**src/rtl/prm_edge_mask_drain_if.sv**
```systemverilog
// prm_edge_mask_drain_if
// Groups the query, checker-broadcast and word-stream signals of prm_edge_mask_drain.
//   master : query/abort source, checker array (edge_mask_in) and planner (word_ready)
//   slave  : prm_edge_mask_drain itself
// Signals:
//   query_code/query_valid/query_ready : query request handshake
//   abort                              : synchronous abort of the current query
//   chk_code                           : code broadcast to every checker
//   edge_mask_in                       : edge_mask of checker i on bit i
//   word_data/word_valid/word_ready    : snapshot word stream
//   word_last/word_idx                 : final-word flag and word index
//   blocked_cnt/cnt_valid              : popcount of last full snapshot, update pulse
interface prm_edge_mask_drain_if #(
  parameter int unsigned NUM_EDGE = 512,
  parameter int unsigned OUT_W    = 32
);
  localparam int unsigned NWORDS = NUM_EDGE / OUT_W;
  localparam int unsigned IDX_W  = (NWORDS > 1) ? $clog2(NWORDS) : 1;
  localparam int unsigned CNT_W  = $clog2(NUM_EDGE + 1);

  logic [14:0]         query_code;
  logic                query_valid;
  logic                query_ready;
  logic                abort;
  logic [14:0]         chk_code;
  logic [NUM_EDGE-1:0] edge_mask_in;
  logic [OUT_W-1:0]    word_data;
  logic                word_valid;
  logic                word_ready;
  logic                word_last;
  logic [IDX_W-1:0]    word_idx;
  logic [CNT_W-1:0]    blocked_cnt;
  logic                cnt_valid;

  modport master (
    output query_code, query_valid, abort, edge_mask_in, word_ready,
    input  query_ready, chk_code, word_data, word_valid, word_last, word_idx,
           blocked_cnt, cnt_valid
  );

  modport slave (
    input  query_code, query_valid, abort, edge_mask_in, word_ready,
    output query_ready, chk_code, word_data, word_valid, word_last, word_idx,
           blocked_cnt, cnt_valid
  );
endinterface

```
**src/rtl/prm_edge_mask_drain.sv**
```systemverilog
// prm_edge_mask_drain
// Broadcasts an obstacle code to the checker array, waits CHK_LAT cycles for the
// edge masks to settle, snapshots them and streams the snapshot as OUT_W-bit words,
// then reports the number of blocked edges.
// Ports:
//   clk   : rising-edge clock
//   rst_n : asynchronous active-low reset
//   bus   : prm_edge_mask_drain_if.slave (query, checker broadcast, word stream, count)
module prm_edge_mask_drain #(
  parameter int unsigned NUM_EDGE = 512,
  parameter int unsigned OUT_W    = 32,
  parameter int unsigned CHK_LAT  = 2
) (
  input  logic                  clk,
  input  logic                  rst_n,
  prm_edge_mask_drain_if.slave  bus
);
  localparam int unsigned NWORDS = NUM_EDGE / OUT_W;
  localparam int unsigned IDX_W  = (NWORDS > 1) ? $clog2(NWORDS) : 1;
  localparam int unsigned CNT_W  = $clog2(NUM_EDGE + 1);
  localparam int unsigned PC_W   = $clog2(OUT_W + 1);
  localparam int unsigned SET_W  = (CHK_LAT > 1) ? $clog2(CHK_LAT) : 1;
  localparam logic [IDX_W-1:0] LAST_IDX = IDX_W'(NWORDS - 1);
  localparam logic [SET_W-1:0] SET_INIT = SET_W'(CHK_LAT - 1);

  typedef enum logic [1:0] {S_IDLE, S_SETTLE, S_STREAM} state_t;

  state_t              r_state;
  logic [14:0]         r_chk_code;
  logic [NUM_EDGE-1:0] r_snapshot;
  logic [IDX_W-1:0]    r_idx;
  logic                r_valid;
  logic                r_query_ready;
  logic [SET_W-1:0]    r_settle;
  logic [CNT_W-1:0]    r_sum;
  logic [CNT_W-1:0]    r_blocked;
  logic                r_cnt_valid;

  logic [OUT_W-1:0]    w_word;
  logic [PC_W-1:0]     w_pop;
  logic [CNT_W-1:0]    w_sum_next;
  logic                w_last;
  logic                w_hs;

  assign w_word     = r_snapshot[r_idx*OUT_W +: OUT_W];
  assign w_last     = r_valid && (r_idx == LAST_IDX);
  assign w_hs       = r_valid && bus.word_ready;
  assign w_sum_next = r_sum + CNT_W'(w_pop);

  always_comb begin
    w_pop = '0;
    for (int unsigned i = 0; i < OUT_W; i++) begin
      w_pop = w_pop + PC_W'(w_word[i]);
    end
  end

  always_ff @(posedge clk or negedge rst_n) begin
    if (!rst_n) begin
      r_state       <= S_IDLE;
      r_chk_code    <= '0;
      r_snapshot    <= '0;
      r_idx         <= '0;
      r_valid       <= 1'b0;
      r_query_ready <= 1'b1;
      r_settle      <= '0;
      r_sum         <= '0;
      r_blocked     <= '0;
      r_cnt_valid   <= 1'b0;
    end else begin
      r_cnt_valid <= 1'b0;
      case (r_state)
        S_IDLE: begin
          if (bus.query_valid) begin
            r_chk_code    <= bus.query_code;
            r_settle      <= SET_INIT;
            r_sum         <= '0;
            r_query_ready <= 1'b0;
            r_state       <= S_SETTLE;
          end
        end
        S_SETTLE: begin
          // abort wins over a same-cycle capture
          if (bus.abort) begin
            r_query_ready <= 1'b1;
            r_state       <= S_IDLE;
          end else if (r_settle == '0) begin
            r_snapshot <= bus.edge_mask_in;
            r_idx      <= '0;
            r_valid    <= 1'b1;
            r_state    <= S_STREAM;
          end else begin
            r_settle <= r_settle - 1'b1;
          end
        end
        S_STREAM: begin
          // abort wins over a same-cycle handshake; partial sum is dropped
          if (bus.abort) begin
            r_valid       <= 1'b0;
            r_idx         <= '0;
            r_sum         <= '0;
            r_query_ready <= 1'b1;
            r_state       <= S_IDLE;
          end else if (w_hs) begin
            if (w_last) begin
              r_blocked     <= w_sum_next;
              r_cnt_valid   <= 1'b1;
              r_valid       <= 1'b0;
              r_idx         <= '0;
              r_query_ready <= 1'b1;
              r_state       <= S_IDLE;
            end else begin
              r_sum <= w_sum_next;
              r_idx <= r_idx + 1'b1;
            end
          end
        end
        default: begin
          r_valid       <= 1'b0;
          r_query_ready <= 1'b1;
          r_state       <= S_IDLE;
        end
      endcase
    end
  end

  assign bus.query_ready = r_query_ready;
  assign bus.chk_code    = r_chk_code;
  assign bus.word_data   = w_word;
  assign bus.word_valid  = r_valid;
  assign bus.word_last   = w_last;
  assign bus.word_idx    = r_idx;
  assign bus.blocked_cnt = r_blocked;
  assign bus.cnt_valid   = r_cnt_valid;
endmodule

```
**src/flat_wrapper.sv**
```systemverilog
// flat-port wrapper written by rule: the top's interface ports become plain ports
module prm_edge_mask_drain_flat 
#(
  parameter int unsigned NUM_EDGE = 512,
  parameter int unsigned OUT_W    = 32,
  parameter int unsigned CHK_LAT  = 2
)
  (clk, rst_n, bus_query_code, bus_query_valid, bus_abort, bus_edge_mask_in, bus_word_ready, bus_query_ready, bus_chk_code, bus_word_data, bus_word_valid, bus_word_last, bus_word_idx, bus_blocked_cnt, bus_cnt_valid);
  prm_edge_mask_drain_if #(.NUM_EDGE(NUM_EDGE), .OUT_W(OUT_W)) bus_i ();
  input  logic clk;
  input  logic rst_n;
  input wire logic [$bits(bus_i.query_code)-1:0] bus_query_code;
  input wire logic [$bits(bus_i.query_valid)-1:0] bus_query_valid;
  input wire logic [$bits(bus_i.abort)-1:0] bus_abort;
  input wire logic [$bits(bus_i.edge_mask_in)-1:0] bus_edge_mask_in;
  input wire logic [$bits(bus_i.word_ready)-1:0] bus_word_ready;
  output wire logic [$bits(bus_i.query_ready)-1:0] bus_query_ready;
  output wire logic [$bits(bus_i.chk_code)-1:0] bus_chk_code;
  output wire logic [$bits(bus_i.word_data)-1:0] bus_word_data;
  output wire logic [$bits(bus_i.word_valid)-1:0] bus_word_valid;
  output wire logic [$bits(bus_i.word_last)-1:0] bus_word_last;
  output wire logic [$bits(bus_i.word_idx)-1:0] bus_word_idx;
  output wire logic [$bits(bus_i.blocked_cnt)-1:0] bus_blocked_cnt;
  output wire logic [$bits(bus_i.cnt_valid)-1:0] bus_cnt_valid;
  assign bus_i.query_code = bus_query_code;
  assign bus_i.query_valid = bus_query_valid;
  assign bus_i.abort = bus_abort;
  assign bus_i.edge_mask_in = bus_edge_mask_in;
  assign bus_i.word_ready = bus_word_ready;
  assign bus_query_ready = bus_i.query_ready;
  assign bus_chk_code = bus_i.chk_code;
  assign bus_word_data = bus_i.word_data;
  assign bus_word_valid = bus_i.word_valid;
  assign bus_word_last = bus_i.word_last;
  assign bus_word_idx = bus_i.word_idx;
  assign bus_blocked_cnt = bus_i.blocked_cnt;
  assign bus_cnt_valid = bus_i.cnt_valid;
  prm_edge_mask_drain #(.NUM_EDGE(NUM_EDGE), .OUT_W(OUT_W), .CHK_LAT(CHK_LAT)) u_core (.clk(clk), .rst_n(rst_n), .bus(bus_i));
endmodule
```
**config.mk**
```make
export PLATFORM = sky130hd
export DESIGN_NAME = prm_edge_mask_drain_flat
export DESIGN_NICKNAME = d
export VERILOG_FILES = /design/src/rtl/prm_edge_mask_drain_if.sv /design/src/rtl/prm_edge_mask_drain.sv /design/src/flat_wrapper.sv
export SDC_FILE = /design/constraint.sdc
export NUM_CORES = 1
export LEC_CHECK = 0
export CAP_MARGIN = 20
export CORE_AREA = 2 2 235 237
export CTS_CLUSTER_DIAMETER = 100
export DETAILED_ROUTE_END_ITERATION = 8
export DIE_AREA = 0 0 237 239
export HOLD_SLACK_MARGIN = 0.06
export PLACE_DENSITY_LB_ADDON = 0.3
export SETUP_SLACK_MARGIN = 0.3
export SLEW_MARGIN = 30
export SYNTH_ARGS = -nofsm -noshare
export SYNTH_HDL_FRONTEND = slang
export SYNTH_SLANG_ARGS = --single-unit
```
**constraint.sdc**
```tcl
create_clock -name clk -period 8.3 [get_ports clk]
set_clock_uncertainty 0.2 [all_clocks]
set_input_delay 2.075 -clock clk [delete_from_list [all_inputs] [get_ports clk]]
set_output_delay 2.075 -clock clk [all_outputs]
set_load 0.01 [all_outputs]
```
==> results_dict.tcl, run 1 <==
set metrics [dict create \
    vias 21260 \
    drt_first_iter_violations 1967 \
    synth-xor-area-share 0.002370 \
    status "complete, no violations" \
    synth-seq-cells 557 \
    synthArstFlopShare 1.000 \
    rsz0062_at_grt "true" \
    crit_chain "buf_12 -> mux4_2 -> mux4_2 -> ha_4 -> fa_1 -> fa_1 -> inv_1 -> fa_1 -> fa_1 -> inv_1 -> fa_1 -> fa_1 -> fa_2 -> inv_2 -> fa_2 -> inv_2 -> a21o_1 -> a21oi_2 -> xnor2_2 -> ha_1 -> o211ai_1 -> o21a_2 -> or4_1 -> nand3_1" \
    slew_headroom 0.4217 \
    cts_sinks 557 \
    seq_area_frac_synth 0.5388 \
    met1_length_mm 35.73 \
    r2r_cells 24 \
    worst_pin_slew_ns 0.8675 \
    clk_pin_slew_ns 0.06 \
    grt_max_degree 227 \
    clk_latency_ns 0.63 \
    critPathSlowestCell "mux4_2" \
    grt_pass1_wl_mm 132.5 \
    pwr-share-comb 0.637 \
    drt-vias-per-instance 5.379 \
    cp.arrival_ns 8.16 \
    power.static_leakage_nw 16.78 \
    grt_pass1_vias 21790 \
    powerDensity_nw_per_um2 579.8 \
    setup_viol 0 \
    critical-path-max-stage-delay_ns 0.56 \
    drc 0 \
    p_switching_mw 8.761 \
    cp-start-kind "flip-flop" \
    finalCriticalPeriod_ns 7.819 \
    antenna_found_initial 18 \
    wl_met3_mm 8.048 \
    crit_family "adder cells" \
    synthMuxAreaShare 0.1479 \
    synth-adder-area-share 0.02708 \
    synth_simple_gate_area_frac 0.2344 \
    die-area_sq_um 56640 \
    drive_gt1_frac 0.1105 \
    seqPwrFrac 0.231 \
    worstSetupPathType "reg2reg" \
    ys.flop_type "dfrtp_1" \
    r2r-end "u_core.bus.blocked_cnt[7]" \
    drv_cap 0 \
    routedWlPerCell_um 22.62 \
    netlist_area_sq_um 25870 \
    wl_met2_mm 41.11 \
    synth_edf_count 0 \
    fp.dieW_um 237 \
    cp_num_cells 24 \
    synth_nets 3211 \
    cts_buffers 57 \
    slew_viol_final 0 \
    fin_crit_sh 0.9421 \
    total_power_mw 20.20 \
    drt_wl_total_mm 89.39 \
    fp.dieH_um 239 \
    syn_area_per_cell_sq_um 9.808 \
    hold_violations 0 \
    synth_compound_area_frac 0.01548 \
    port_buffers 596 \
    nets 3768 \
    dpl.cell_count 3821 \
    yosysUniqueCellTypes 53 \
    switching_share 0.4337 \
    r2r_slack_ns 0.48 \
    place.gp.congestion 0.9544 \
    gr-total-overflow 0 \
    detail-route-antenna-nets 0 \
    cpMostUsedCell "fa_1" \
    cts_root_buffer "clkbuf_16" \
    coreArea_sq_um 54340 \
    fp-row-count 86 \
    endpoint_kind "flip-flop" \
    place_hpwl_mm 67.23 \
    crit_start "u_core.bus.word_idx[0]" \
    routed.top_layer "met5" \
    stdcell_count 3952 \
    p_clk_frac 0.131 \
    h-tree-depth 2 \
    path_buf_inv 5 \
    cts_tree "done" \
    whs_ns 0.2707 \
    grtUsageTotal 0.3159 \
    fmax_mhz 127.9 \
    critPathMaxFanout 8 \
    clk_path_buf_depth 3 \
    p_int_mw 11.44 \
    r2r_start "u_core.bus.word_idx[0]" \
    dr.pass1.iters 7 \
    netlist_instances 2638 \
    ys_warn_count 0 \
    critPathCapture "u_core.bus.blocked_cnt[7]" \
    io_pins 597 \
    min_path_type "reg2reg" \
    critPathRequiredTime_ns 8.64 \
    fillCellCount 4311 \
    synth_top_family_by_area "simple AND/OR/NAND/NOR gates" \
    start_util 0.4761 \
    area_growth_pct 34.65 \
    tns_ns 0 \
    ir_drop_mv 2.353 \
]
[power groups by stage]
stage | Combinational (mW) | Clock [mW] | Sequential (mW)
after detailed placement | 11.9 | 0 | 4.67
after global routing | 14.0 | 2.80 | 4.79
after global placement | 11.8 | 0 | 4.62
after floorplan | 9.11 | 0 | 4.37
final | 12.9 | 2.66 | 4.68
after CTS | 12.0 | 2.68 | 4.64
[tightest hold or removal path, cell delays in order (launching register included)]
cell and delay, ns:
dfrtp_1 0.34, nand2_1 0.05, nand2_1 0.05
[cells by family (layout without fill, tap and decap cells)]
group,count (synthesis),in the layout
compound gates,61,61
xor+xnor,7,7
fa+ha+maj,41,41
buf+inv,205,808
flops,557,557
mux,180,180
other cells,0,7
simple gates,1587,1587
[stage by stage]
| step | setup WS, ns | util | cell area, sq um |
|---|---|---|---|
| after global placement | 0.3696 | 0.5980 | 32500 |
| after CTS | 0.3685 | 0.6341 | 34460 |
| after global routing | 0.2471 | 0.6408 | 34820 |
| final | 0.4808 | 0.6411 | 34840 |
| after floorplan | 0.5697 | - | 25870 |
| after detailed placement | 0.3369 | 0.5982 | 32510 |
[what timing repair did]
item,in CTS,in global routing
setup buffers,1,11
gates cloned,0,4
endpoints found under the setup margin,1,9
resized for setup,0,16
hold buffers,0,0
pin swaps,0,10
[metal layers]
| metal | vias to the layer above | global-route usage |
|---|---|---|
| met4 | 18 | 0.1446 |
| met3 | 183 | 0.08718 |
| met5 | - | 0 |
| met1 | 10540 | 0.4229 |
| met2 | 936 | 0.4840 |
| li1 | 9579 | - |
[flip-flops by register name, indices dropped and copies added, names as in the netlist]
signal,cells
u_core.bus.blocked_cnt,10
u_core.bus.chk_code,15
u_core.bus.cnt_valid,1
u_core.bus.query_ready,1
u_core.bus.word_idx,4
u_core.bus.word_valid,1
u_core.r_settle,1
u_core.r_snapshot,512
u_core.r_state,2
u_core.r_sum,10
[worst min path at each step]
stage / cells past startpoint / end / start
detailed placement: 2 / u_core.r_snapshot[335] / u_core.r_snapshot[335]
global route: 2 / u_core.r_snapshot[216] / u_core.r_snapshot[216]
CTS: 2 / u_core.r_snapshot[335] / u_core.r_snapshot[335]
global placement: 2 / u_core.r_snapshot[218] / u_core.r_snapshot[218]
finish: 2 / u_core.r_snapshot[70] / u_core.r_snapshot[70]
floorplan: 2 / u_core.r_snapshot[192] / u_core.r_snapshot[192]
[cell usage after synthesis, types with 5 or more instances]
| cell | n | area, sq um |
|---|---|---|
| o21ai_0 | 14 | 70.07 |
| fa_1 | 25 | 500.5 |
| inv_1 | 41 | 153.9 |
| inv_2 | 7 | 26.28 |
| buf_1 | 6 | 22.52 |
| ha_1 | 16 | 200.2 |
| nor2_1 | 5 | 18.77 |
| mux2_2 | 19 | 214.0 |
| dfrtp_1 | 556 | 13910 |
| nand2_1 | 1548 | 5811 |
| a21oi_1 | 12 | 60.06 |
| buf_2 | 66 | 330.3 |
| mux4_2 | 160 | 3603 |
| a22o_1 | 6 | 52.55 |
| xnor2_1 | 5 | 43.79 |
| a31oi_1 | 5 | 31.28 |
| clkbuf_1 | 81 | 304.0 |
[placed cells by master (no fill, tap or decap), types with 4 or more instances in the layout]
cell             netlist  routed
a21oi_1               12      11
buf_6                  3       7
nor2_1                 5       5
clkbuf_1              81      15
nand2_1             1548    1548
clkdlybuf4s50_1        0     595
dfrtp_1              556     552
nand3_1                4       4
buf_12                 0      13
o21ai_0               14      14
clkinv_2               0       8
fa_1                  25      23
clkbuf_8               0      17
ha_1                  16      15
clkbuf_16              0      63
a31oi_1                5       5
nor3_1                 4       4
bufinv_16              0       4
buf_4                  1      30
mux4_2               160     160
a22o_1                 6       6
inv_2                  7       9
buf_16                 0       4
xnor2_1                5       4
mux2_2                19      19
diode_2                0       7
inv_1                 41      39
[final cells by class]
type	instances	area (sq um)	share of cell area
multi-input cells	1876	11110	0.3188
clock inverters	14	176.4	0.005064
diodes	7	17.52	0.0005028
flip-flops and latches	557	13950	0.4004
well taps	704	880.8	0.02528
repair buffers	655	6760	0.1941
clock buffers	91	1767	0.05071
inverters	48	180.2	0.005172
(Power assumes the default switching activity.)
==> inputs of run 2 (changes only) <==
--- a/config.mk
+++ b/config.mk
@@ -12,6 +12,7 @@
 export DIE_AREA = 0 0 237 239
 export HOLD_SLACK_MARGIN = 0.06
 export PLACE_DENSITY_LB_ADDON = 0.3
+export RECOVER_POWER = 25
 export SETUP_SLACK_MARGIN = 0.3
 export SLEW_MARGIN = 30
 export SYNTH_ARGS = -nofsm -noshare
==> results_dict.tcl, run 2 (same netlist as run 1, synthesis figures left out) <==
set metrics [dict create \
    cts_tree "done" \
    fp-row-count 86 \
    io_pins 597 \
    nets 3768 \
    dr.pass1.iters 6 \
    p_switching_mw 8.752 \
    seqPwrFrac 0.232 \
    port_buffers 596 \
    antenna_found_initial 18 \
    tns_ns 0 \
    slew_headroom -1.602 \
    status "finished, violations left" \
    drive_gt1_frac 0.1095 \
    fp.dieH_um 239 \
    clk_latency_ns 0.63 \
    drt-vias-per-instance 5.365 \
    grt_max_degree 227 \
    switching_share 0.4335 \
    p_clk_frac 0.131 \
    rsz0062_at_grt "true" \
    drt_first_iter_violations 1887 \
    clk_path_buf_depth 3 \
    cp-start-kind "flip-flop" \
    r2r-end "u_core.bus.blocked_cnt[7]" \
    powerDensity_nw_per_um2 580.2 \
    fp.dieW_um 237 \
    grt_pass1_wl_mm 132.5 \
    final_common_cell "nand2_1" \
    cp.arrival_ns 8.16 \
    r2r_slack_ns 0.48 \
    endpoint_kind "flip-flop" \
    slew_viol_final 346 \
    dpl.cell_count 3821 \
    violations "capacitance limit, slew limit" \
    drv_cap 4 \
    detail-route-antenna-nets 0 \
    fin_crit_sh 0.9419 \
    cts_root_buffer "clkbuf_16" \
    min_path_type "reg2reg" \
    cts_buffers 57 \
    grtUsageTotal 0.3159 \
    hold_depth 2 \
    r2r_cells 24 \
    h-tree-depth 2 \
    whs_endpoint "u_core.r_snapshot[70]" \
    place_hpwl_mm 67.23 \
    finalCriticalPeriod_ns 7.818 \
    drc 0 \
    hp-start "u_core.r_snapshot[70]" \
    critPathRequiredTime_ns 8.64 \
    top_register "u_core.r_snapshot" \
    power.static_leakage_nw 16.77 \
    setup_viol 0 \
    whs_ns 0.2706 \
    r2r_start "u_core.bus.word_idx[0]" \
    worst_pin_slew_ns 3.896 \
    final_cell_mix "nand2_1 (1,548), clkdlybuf4s50_1 (595), dfrtp_1 (552), mux4_2 (160), clkbuf_16 (63)" \
    clk_pin_slew_ns 0.06 \
    hold_violations 0 \
    p_int_mw 11.44 \
    coreArea_sq_um 54340 \
    area_growth_pct 34.49 \
    vias 21210 \
    critPathMaxFanout 8 \
    fmax_mhz 127.9 \
    die-area_sq_um 56640 \
    gr-total-overflow 0 \
    largest_reg_flops 512 \
    place.gp.congestion 0.9544 \
    cts_sinks 557 \
    routedWlPerCell_um 22.52 \
    start_util 0.4761 \
    worstSetupPathType "reg2reg" \
    ir_drop_mv 2.352 \
    pwr-share-comb 0.637 \
    drt_wl_total_mm 89.03 \
    stdcell_count 3953 \
    grt_pass1_vias 21790 \
]
-- run 2: worst max-delay path by stage --
| stage | start | end | cells past startpoint |
|---|---|---|---|
| final | u_core.bus.word_idx[0] | u_core.bus.blocked_cnt[7] | 24 |
| after global routing | rst_n | u_core.r_snapshot[118] | 2 |
| after CTS | u_core.bus.word_idx[0] | u_core.bus.blocked_cnt[7] | 24 |
| after detailed placement | u_core.bus.word_idx[0] | u_core.bus.blocked_cnt[7] | 24 |
| after global placement | u_core.bus.word_idx[0] | u_core.bus.blocked_cnt[7] | 24 |
| after floorplan | u_core.bus.word_idx[0] | u_core.bus.blocked_cnt[7] | 26 |
-- run 2: through the flow --
step	cell area, sq um	util	power [mW]	setup WS, ns
final	34800	0.6403	20.19	0.4819
after global routing	34780	0.6400	21.57	0.2471
after CTS	34460	0.6341	19.33	0.3685
after detailed placement	32510	0.5982	16.61	0.3369
after global placement	32500	0.5980	16.41	0.3696
after floorplan	25870	-	13.48	0.5697
-- run 2: cell type report --
| class | count | area [sq um] |
|---|---|---|
| Clock buffer | 91 | 1767 |
| Antenna cell | 8 | 20.02 |
| Multi-Input combinational cell | 1876 | 11110 |
| Inverter | 48 | 180.2 |
| Tap cell | 704 | 880.8 |
| Fill cell | 4314 | 19540 |
| Timing Repair Buffer | 655 | 6716 |
| Sequential cell | 557 | 13950 |
| Clock inverter | 14 | 176.4 |
-- run 2: power by group through the flow --
stage                     Combinational [mW]  Sequential [mW]  Clock [mW]
final                                   12.9             4.68        2.65
after global routing                    14.0             4.79        2.80
after CTS                               12.0             4.64        2.68
after detailed placement                11.9             4.67           0
after global placement                  11.8             4.62           0
after floorplan                         9.11             4.37           0
-- run 2: worst max-delay path, cell delays in order, from the launching register on --
cell	delay (ns)
dfrtp_4	0.54
buf_12	0.19
mux4_2	0.57
mux4_2	0.53
ha_4	0.26
fa_1	0.49
fa_1	0.55
inv_1	0.06
fa_1	0.45
fa_1	0.49
inv_1	0.05
fa_1	0.49
fa_1	0.44
fa_2	0.36
inv_2	0.07
fa_2	0.22
inv_2	0.04
a21o_1	0.17
a21oi_2	0.17
xnor2_2	0.11
ha_1	0.30
o211ai_1	0.13
o21a_2	0.26
or4_1	0.52
nand3_1	0.09
-- run 2: what timing repair did --
item                       4_1_cts  5_1_grt
resized for setup                0       16
setup endpoints to repair        1        9
gates cloned                     0        4
hold buffers                     0        0
pin swaps                        0       10
hold endpoints to repair         0        0
buffers inserted                 1       11
-- run 2: per-layer routing --
metal	up-vias	track usage	share of wire
li1	9583	-	-
met2	939	0.4840	0.46
met3	184	0.08718	0.092
met5	-	0	0.0012
met4	18	0.1446	0.050
met1	10480	0.4229	0.40
==> inputs of run 3 (changes only) <==
--- a/config.mk
+++ b/config.mk
@@ -5,7 +5,7 @@
 export SDC_FILE = /design/constraint.sdc
 export NUM_CORES = 1
 export LEC_CHECK = 0
-export CAP_MARGIN = 20
+export CAP_MARGIN = 25
 export CORE_AREA = 2 2 235 237
 export CTS_CLUSTER_DIAMETER = 100
 export DETAILED_ROUTE_END_ITERATION = 8
==> results of run 3 <==
Final layout, timing and power as in run 2 (identical DEF).
